**src/rtl/sobel_pkg.sv**
```systemverilog
// Shared key codes, repeat FSM states and threshold helper for the
// Sobel threshold controller.
package sobel_pkg;

  localparam logic [3:0] KEY_DEC = 4'b0001;
  localparam logic [3:0] KEY_INC = 4'b0010;
  localparam logic [3:0] KEY_DEF = 4'b0100;
  localparam logic [3:0] KEY_BYP = 4'b1000;

  typedef enum logic [1:0] {
    RPT_IDLE,
    RPT_DELAY,
    RPT_REPEAT
  } rpt_state_t;

  // th_min + grade*th_step computed in 64 bits, clamped to the
  // largest value representable in th_w bits (no wrap).
  function automatic logic [31:0] th_calc(
    input logic [31:0] grade,
    input logic [31:0] th_min,
    input logic [31:0] th_step,
    input int unsigned th_w
  );
    logic [63:0] sum;
    logic [63:0] top;
    sum = {32'd0, th_min} + ({32'd0, grade} * {32'd0, th_step});
    top = (64'd1 << th_w) - 64'd1;
    if (sum > top) begin
      return top[31:0];
    end
    return sum[31:0];
  endfunction

endpackage

```
**src/rtl/key_repeat_gen.sv**
```systemverilog
// Held-key auto-repeat: after RPT_DLY held cycles emits one step, then
// one step every RPT_PER cycles while key_hold stays high.
// Ports: clk, rst (async, active high), key_flag/key_value (press
// pulse + one-hot code), key_hold (level); step (1-cycle pulse),
// step_inc (1 = increment, 0 = decrement).
module key_repeat_gen
  import sobel_pkg::*;
#(
  parameter int RPT_DLY = 50_000_000,
  parameter int RPT_PER = 10_000_000
) (
  input  logic       clk,
  input  logic       rst,
  input  logic       key_flag,
  input  logic [3:0] key_value,
  input  logic       key_hold,
  output logic       step,
  output logic       step_inc
);

  localparam int CNT_MAX = (RPT_DLY > RPT_PER) ? RPT_DLY : RPT_PER;
  localparam int CNT_W   = (CNT_MAX > 1) ? $clog2(CNT_MAX) : 1;
  localparam logic [CNT_W-1:0] DLY_END = CNT_W'(RPT_DLY - 1);
  localparam logic [CNT_W-1:0] PER_END = CNT_W'(RPT_PER - 1);

  rpt_state_t       state_q, state_d;
  logic [CNT_W-1:0] cnt_q, cnt_d;
  logic             inc_q, inc_d;
  logic             is_step_key;

  always_ff @(posedge clk or posedge rst) begin
    if (rst) begin
      state_q <= RPT_IDLE;
      cnt_q   <= '0;
      inc_q   <= 1'b0;
    end else begin
      state_q <= state_d;
      cnt_q   <= cnt_d;
      inc_q   <= inc_d;
    end
  end

  always_comb begin
    state_d     = state_q;
    cnt_d       = cnt_q;
    inc_d       = inc_q;
    step        = 1'b0;
    is_step_key = (key_value == KEY_INC) ||
                  (key_value == KEY_DEC);
    // A fresh press always wins: it restarts the delay or cancels.
    if (key_flag) begin
      cnt_d = '0;
      if (is_step_key) begin
        state_d = RPT_DELAY;
        inc_d   = (key_value == KEY_INC);
      end else begin
        state_d = RPT_IDLE;
      end
    end else if (!key_hold) begin
      state_d = RPT_IDLE;
      cnt_d   = '0;
    end else begin
      unique case (state_q)
        RPT_IDLE: begin
        end
        RPT_DELAY: begin
          if (cnt_q == DLY_END) begin
            step    = 1'b1;
            state_d = RPT_REPEAT;
            cnt_d   = '0;
          end else begin
            cnt_d = cnt_q + CNT_W'(1);
          end
        end
        RPT_REPEAT: begin
          if (cnt_q == PER_END) begin
            step  = 1'b1;
            cnt_d = '0;
          end else begin
            cnt_d = cnt_q + CNT_W'(1);
          end
        end
        default: begin
          state_d = RPT_IDLE;
          cnt_d   = '0;
        end
      endcase
    end
  end

  assign step_inc = inc_q;

endmodule

```
**src/rtl/sobel_threshold_ctrl.sv**
```systemverilog
// Key-driven Sobel edge threshold/bypass control, applied at frame
// boundaries. Ports: clk, rst (async, active high), key_flag,
// key_value, key_hold, frame_sync in; sobel_grade, sobel_threshold,
// sobel_bypass, th_update out. Define SOBEL_AUTO_REPEAT_EN to build
// the held-key auto-repeat; otherwise key_hold is ignored.
module sobel_threshold_ctrl
  import sobel_pkg::*;
#(
  parameter int GRADE_W   = 4,
  parameter int TH_W      = 8,
  parameter int TH_MIN    = 20,
  parameter int TH_STEP   = 5,
  parameter int DEF_GRADE = 8,
  parameter int RPT_DLY   = 50_000_000,
  parameter int RPT_PER   = 10_000_000
) (
  input  logic               clk,
  input  logic               rst,
  input  logic               key_flag,
  input  logic [3:0]         key_value,
  input  logic               key_hold,
  input  logic               frame_sync,
  output logic [GRADE_W-1:0] sobel_grade,
  output logic [TH_W-1:0]    sobel_threshold,
  output logic               sobel_bypass,
  output logic               th_update
);

  localparam logic [GRADE_W-1:0] GRADE_MAX = '1;
  localparam logic [GRADE_W-1:0] GRADE_DEF = GRADE_W'(DEF_GRADE);
  localparam logic [TH_W-1:0]    TH_RST    =
    TH_W'(th_calc(32'(DEF_GRADE), TH_MIN, TH_STEP, TH_W));

  logic [GRADE_W-1:0] grade_q, grade_d;
  logic [TH_W-1:0]    thr_q, thr_d;
  logic               byp_pend_q, byp_pend_d;
  logic               byp_q, byp_d;
  logic               upd_q, upd_d;
  logic [TH_W-1:0]    pend_th;
  logic               rpt_step;
  logic               rpt_inc;

`ifdef SOBEL_AUTO_REPEAT_EN
  key_repeat_gen #(
    .RPT_DLY (RPT_DLY),
    .RPT_PER (RPT_PER)
  ) u_key_repeat_gen (
    .clk       (clk),
    .rst       (rst),
    .key_flag  (key_flag),
    .key_value (key_value),
    .key_hold  (key_hold),
    .step      (rpt_step),
    .step_inc  (rpt_inc)
  );
`else
  localparam int unused_rpt = RPT_DLY + RPT_PER;
  logic unused_key_hold;
  assign unused_key_hold = key_hold;
  assign rpt_step        = 1'b0;
  assign rpt_inc         = 1'b0;
`endif

  always_ff @(posedge clk or posedge rst) begin
    if (rst) begin
      grade_q    <= GRADE_DEF;
      thr_q      <= TH_RST;
      byp_pend_q <= 1'b0;
      byp_q      <= 1'b0;
      upd_q      <= 1'b0;
    end else begin
      grade_q    <= grade_d;
      thr_q      <= thr_d;
      byp_pend_q <= byp_pend_d;
      byp_q      <= byp_d;
      upd_q      <= upd_d;
    end
  end

  always_comb begin
    grade_d    = grade_q;
    thr_d      = thr_q;
    byp_pend_d = byp_pend_q;
    byp_d      = byp_q;
    upd_d      = 1'b0;
    // Pending value tracks the current grade; a key in the same
    // cycle as frame_sync only reaches the next frame.
    pend_th = TH_W'(th_calc(32'(grade_q), TH_MIN, TH_STEP, TH_W));

    if (frame_sync) begin
      thr_d = pend_th;
      upd_d = (pend_th != thr_q);
      byp_d = byp_pend_q;
    end

    if (key_flag) begin
      unique case (1'b1)
        (key_value == KEY_DEC): begin
          if (grade_q != '0) grade_d = grade_q - GRADE_W'(1);
        end
        (key_value == KEY_INC): begin
          if (grade_q != GRADE_MAX) grade_d = grade_q + GRADE_W'(1);
        end
        (key_value == KEY_DEF): begin
          grade_d = GRADE_DEF;
        end
        (key_value == KEY_BYP): begin
          byp_pend_d = ~byp_pend_q;
        end
        default: begin
        end
      endcase
    end else if (rpt_step) begin
      if (rpt_inc) begin
        if (grade_q != GRADE_MAX) grade_d = grade_q + GRADE_W'(1);
      end else begin
        if (grade_q != '0) grade_d = grade_q - GRADE_W'(1);
      end
    end
  end

  assign sobel_grade     = grade_q;
  assign sobel_threshold = thr_q;
  assign sobel_bypass    = byp_q;
  assign th_update       = upd_q;

endmodule
```
**config.mk**
```make
export PLATFORM = sky130hd
export DESIGN_NAME = sobel_threshold_ctrl
export DESIGN_NICKNAME = d
export VERILOG_FILES = /design/src/rtl/sobel_pkg.sv /design/src/rtl/key_repeat_gen.sv /design/src/rtl/sobel_threshold_ctrl.sv
export SDC_FILE = /design/constraint.sdc
export NUM_CORES = 1
export LEC_CHECK = 0
export CORE_MARGIN = 2
export CORE_UTILIZATION = 61
export DETAILED_ROUTE_END_ITERATION = 10
export DONT_BUFFER_PORTS = 1
export PLACE_DENSITY_LB_ADDON = 0.3
export REMOVE_ABC_BUFFERS = 1
export SKIP_LAST_GASP = 1
export SLEW_MARGIN = 10
export SYNTH_ARGS = -nofsm -noshare
export SYNTH_HDL_FRONTEND = slang
export SYNTH_SLANG_ARGS = --single-unit
```
**constraint.sdc**
```tcl
create_clock -name clk -period 3.1 [get_ports clk]
set_input_delay 0.62 -clock clk [delete_from_list [all_inputs] [get_ports clk]]
set_output_delay 0.62 -clock clk [all_outputs]
set_load 0.03 [all_outputs]
```
; ---- After elaboration in Yosys (flattened, before gate mapping)
; Index checks and enable logic that the tools add are counted.
[totals]
reg_bits = 15
out_inout_bits = 14
word_cells = 30
[op_classes]
n_addsub = 3
n_mul = 1
order_cmp = 1
n_eq_ne = 8
mux = 7
bitwise = 1
reduce_logical = 4
[op_table]
columns = op, n
row1 = 2-to-1 mux 8 bit, 2
row2 = one-hot mux 4 bit (3 select lines), 1
row3 = "adder 5 x 7 -> 8 bit, first input constant", 1
row4 = "> comparator 8 bit, second input constant", 1
row5 = 2-to-1 mux 4 bit, 2
row6 = != test 8 bit, 1
row7 = "multiplier 4 x 3 -> 7 bit, second input constant", 1
row8 = "adder 4 x 1 -> 4 bit, second input constant", 1
row9 = "== test 4 x 1 -> 1 bit, second input constant", 1
row10 = "== test 4 x 2 -> 1 bit, second input constant", 1
row11 = "== test 4 x 3 -> 1 bit, second input constant", 1
row12 = "== test 4 bit, second input constant", 1
row13 = "!= test 2 x 1 -> 1 bit, second input constant", 2
row14 = "!= test 4 bit, second input constant", 1
row15 = AND reduction 4 bit, 1
row16 = nonzero test 4 bit, 1
row17 = "subtractor 4 x 1 -> 4 bit, second input constant", 1
row18 = nonzero test 3 bit, 1
row19 = 2-to-1 mux 1 bit, 2
row20 = AND reduction 2 bit, 1
row21 = NOT 1 bit, 1

; ---- Logic depth before layout (Yosys ltp)
[logic_depth]
word_depth = 7
ltp_mapped = 9
depth_no_buf = 9

; ---- Worst setup path after synthesis
; Ideal clock, no wire load.
[synth_path]
path_kind = reg-to-reg
start = reg grade_q[3] (netlist: sobel_grade[3])
end = reg upd_q (netlist: th_update)
setup_ns = 0.129
t_arrival_ns = 2.594
required_time_ns = 2.971
path_slack_ns = 0.377
stages_incl_launch_ff = 10
path_buffers = 0
cell_sequence = dfstp_2 > ha_1 > ha_1 > ha_1 > inv_1 > fa_1 > xnor2_1 > nor3_1 > nand3_1 > o41a_1
[synth_via]
elab_chain_len = 7
[synth_rtl]
columns = item, line_no
row1 = start: declaration, sobel_threshold_ctrl.sv:34  ; logic [GRADE_W-1:0] grade_q, grade_d;
row2 = start signal: assignment, sobel_threshold_ctrl.sv:72  ; grade_q <= grade_d;
row3 = multiplier 4 x 3 -> 7 bit *, sobel_pkg.sv:26  ; sum = {32'd0, th_min} + ({32'd0, grade} * {32'd0, th_step});
row4 = adder 5 x 7 -> 8 bit *, sobel_pkg.sv:26
row5 = > comparator 8 bit, sobel_pkg.sv:28  ; if (sum > top) begin
row6 = 2-to-1 mux 1 bit, sobel_pkg.sv:28
row7 = 2-to-1 mux 8 bit *, sobel_pkg.sv:31  ; return sum[31:0];
row8 = != test 8 bit *, sobel_threshold_ctrl.sv:92  ; upd_d = (pend_th != thr_q);
row9 = 2-to-1 mux 1 bit *, sobel_threshold_ctrl.sv:90  ; if (frame_sync) begin
row10 = via upd_d, sobel_threshold_ctrl.sv:38  ; logic upd_q, upd_d;
row11 = end signal: assignment, sobel_threshold_ctrl.sv:76  ; upd_q <= upd_d;
row12 = end: declaration, sobel_threshold_ctrl.sv:38
; The timed path passes the listed nets; every way through them passes the cells marked *.
; A chain may end at the register's enable or synchronous reset.

; ---- Worst setup path after layout
; Same ends and word-level chain as after synthesis.

==> reports/results.ini <==
[cts]
cts_root_buf = clkbuf_4
postCtsSetupRepairBufs = 0
htree_levels = 1
cts_buffer_depth = 2
clk_pin_slew_ps = 90
cts_made_buffers = 3
ctsResizeCount = 0
cts_tree = yes
clock_sinks = 15
holdBufCountCts = 0
clk_latency_ps = 290

[yosys]
yosysSeqAreaShare = 0.3538
synth.area.top_cells = dfrtp_1 (23%), ha_1 (13%), dfstp_2 (12%), mux2_2 (7.3%), xnor2_1 (6.5%)
synth_cell_types = 34
ys_warn_count = 0
syn_area_um2 = 1079
synthCells = 96
synth-seq-cells = 15
syn_area_per_cell_um2 = 11.23
synth_top_area_frac = 0.2320
yosysTopAreaCell = dfrtp_1

[final_layout]
final_area_um2 = 1130
drive_gt1_frac = 0.2500
syn_to_final_growth_pct = 4.756
fin_nets = 123
finish.utilization = 0.6689
fillCellCount = 140
n_antenna_cell = 0

[placement]
place_congestion = 0.7236
hpwlAfterDp_um = 1388
place_ws_ps = 434.7
placed_cell_area_um2 = 1104
port_buffers = 0

[route]
drtIter0Drc = 10
routedWlPerCell_um = 15.08
via_per_inst = 5.932
routed-wl-met3_um = 57
num_vias = 694
wl_um = 1764
dr.pass1.iters = 3
final_antenna_net_count = 0
drc = 0
wl_met2_um = 849
top_layer_used = met4
wl_met1_um = 826

[die]
dieArea_um2 = 2121
ios = 23
start_util = 0.6385
dieWidth_um = 46.05
rows = 15
core_um2 = 1689
fp.dieH_um = 46.05

[sta]
layout_min_cycle_time_ps = 2680
clock_skew_ps = 3.803
period_share = 0.8646
relSlewSlack = 0.5006
tightest_slew_ps = 738.7
max_freq_mhz = 373.1
setup-violations-final = 0
maxSlewViolCount = 0
setup_slack_ps = 419.6
fin_tns_setup_ps = 0
rsz0062_at_grt = false
hold_viol_final = 0

[pwr]
switching_power_uw = 577.1
internal_power_uw = 679.3
pwr-share-seq = 0.391
leakagePower_uw = 0.0005162
clkPwrFrac = 0.092
ir_drop_v = 0.0007148
power_frac_comb = 0.517
p_sw_frac = 0.4593
power-per-cell-area_nw_per_um2 = 1112

[global_route]
grt_pass1_wl_um = 2863
grt_pass1_vias = 694
grt_overflow_total = 0
grt_antenna_before_repair = 0
grt_max_degree = 16
track_usage = 0.1963

[run]
drv_cap = 0

[worst_setup_path]
critPathCaptureType = flop
crit_arrival_ps = 2850
path_max_fanout = 2
start_kind = flop
path_class = flop to flop
worstPathRequired_ps = 3270

[min_path]
hold_class = primary input to asynchronous set/reset pin

[outcome]
status = complete, no violations

-- routing by layer --
| layer | global-route usage | up-vias |
|---|---|---|
| met1 | 0.2531 | 330 |
| met4 | 0.1029 | 0 |
| met2 | 0.3000 | 12 |
| met5 | 0 | - |
| li1 | - | 348 |
| met3 | 0.05098 | 4 |
-- state kept, by name (all words and copies together), names as in the netlist --
name	count
sobel_threshold	8
sobel_grade	4
byp_pend_q	1
sobel_bypass	1
th_update	1
-- final timing paths --
kind / from / to / slack [ps] / depth (start not counted)
worst max-delay path: sobel_grade[3] / th_update / 420 / 9
worst min-delay path: rst / sobel_threshold[6] / 260 / 1
worst max register to register: sobel_grade[3] / th_update / 420 / 9
worst min register to register: byp_pend_q / byp_pend_q / 470 / 1
max in group asynchronous: rst / sobel_threshold[3] / 2460 / 1
min in group clk: frame_sync / sobel_threshold[4] / 390 / 1
-- worst max-delay path, cell delays in order, from the launching register on --
cell and delay, ps:
dfstp_2 540, ha_1 220, ha_1 280, ha_1 210, inv_1 70, fa_1 450
xnor2_1 150, nor3_1 130, nand3_1 110, o41a_1 410
-- cell type report --
| cell class | count | area (um^2) | area share |
|---|---|---|---|
| clock buffer | 4 | 26.28 | 0.02326 |
| tap | 17 | 21.27 | 0.01883 |
| sequential | 15 | 381.6 | 0.3378 |
| inverter | 9 | 33.78 | 0.02990 |
| multi-input combinational | 69 | 644.4 | 0.5703 |
| timing repair buffer | 3 | 22.52 | 0.01993 |
-- placed cells by master (no fill, tap or decap), types with 2 or more instances in the layout --
master,instances
dfrtp_1,10
mux2i_1,2
nor2b_1,2
buf_4,3
inv_1,9
clkbuf_4,3
o21ai_0,3
dfstp_2,5
mux2_2,7
nor4_1,2
nand2_1,2
ha_1,11
xor2_1,4
nor2_1,2
nand3_1,4
a21oi_1,4
fa_1,2
xnor2_1,8
-- synthesized netlist by cell type --
| master | n |
|---|---|
| nor4_1 | 2 |
| dfrtp_1 | 10 |
| nand2_1 | 2 |
| xnor3_1 | 1 |
| mux2i_1 | 2 |
| o32ai_2 | 1 |
| buf_4 | 2 |
| clkbuf_1 | 1 |
| ha_1 | 11 |
| nor3_1 | 1 |
| nor2_1 | 2 |
| nand3_1 | 4 |
| dfstp_2 | 5 |
| a21o_1 | 1 |
| o31a_1 | 1 |
| inv_1 | 9 |
| a21oi_1 | 4 |
| and4b_1 | 1 |
| o41a_1 | 1 |
| or4b_4 | 1 |
| xnor2_1 | 8 |
| and2_4 | 1 |
| nor4b_1 | 1 |
| nor2b_1 | 2 |
| or2_2 | 1 |
| xor2_1 | 4 |
| or4_1 | 1 |
| and3_1 | 1 |
| a211oi_2 | 1 |
| mux2_4 | 1 |
| and3_2 | 1 |
| o21ai_0 | 3 |
| mux2_2 | 7 |
| fa_1 | 2 |
-- power by group through the flow --
stage / clock (uW) / combinational, uW / sequential, uW
2_1_floorplan: 0 / 484 / 531
3_3_place_gp: 0 / 631 / 494
3_5_place_dp: 0 / 650 / 497
4_1_cts: 117 / 658 / 493
5_1_grt: 128 / 739 / 505
6_report: 115 / 649 / 492
-- stage by stage --
| stage | power (uW) | hold WS (ps) | cells |
|---|---|---|---|
| 2_1_floorplan | 1015 | 436.2 | 93 |
| 3_3_place_gp | 1124 | 453.1 | 113 |
| 3_5_place_dp | 1148 | 455.9 | 113 |
| 4_1_cts | 1268 | 277.2 | 117 |
| 5_1_grt | 1372 | 314.1 | 117 |
| 6_report | 1256 | 260.8 | 117 |
-- logic make-up after synthesis --
| kind of cell | synth area share |
|---|---|
| compound gates | 0.08469 |
| xor+xnor | 0.1183 |
| fa+ha+maj | 0.1647 |
| buf+inv | 0.04871 |
| flops | 0.3538 |
| mux | 0.1056 |
| simple gates | 0.1241 |
No activity file was read; power rests on OpenSTA's default activity.
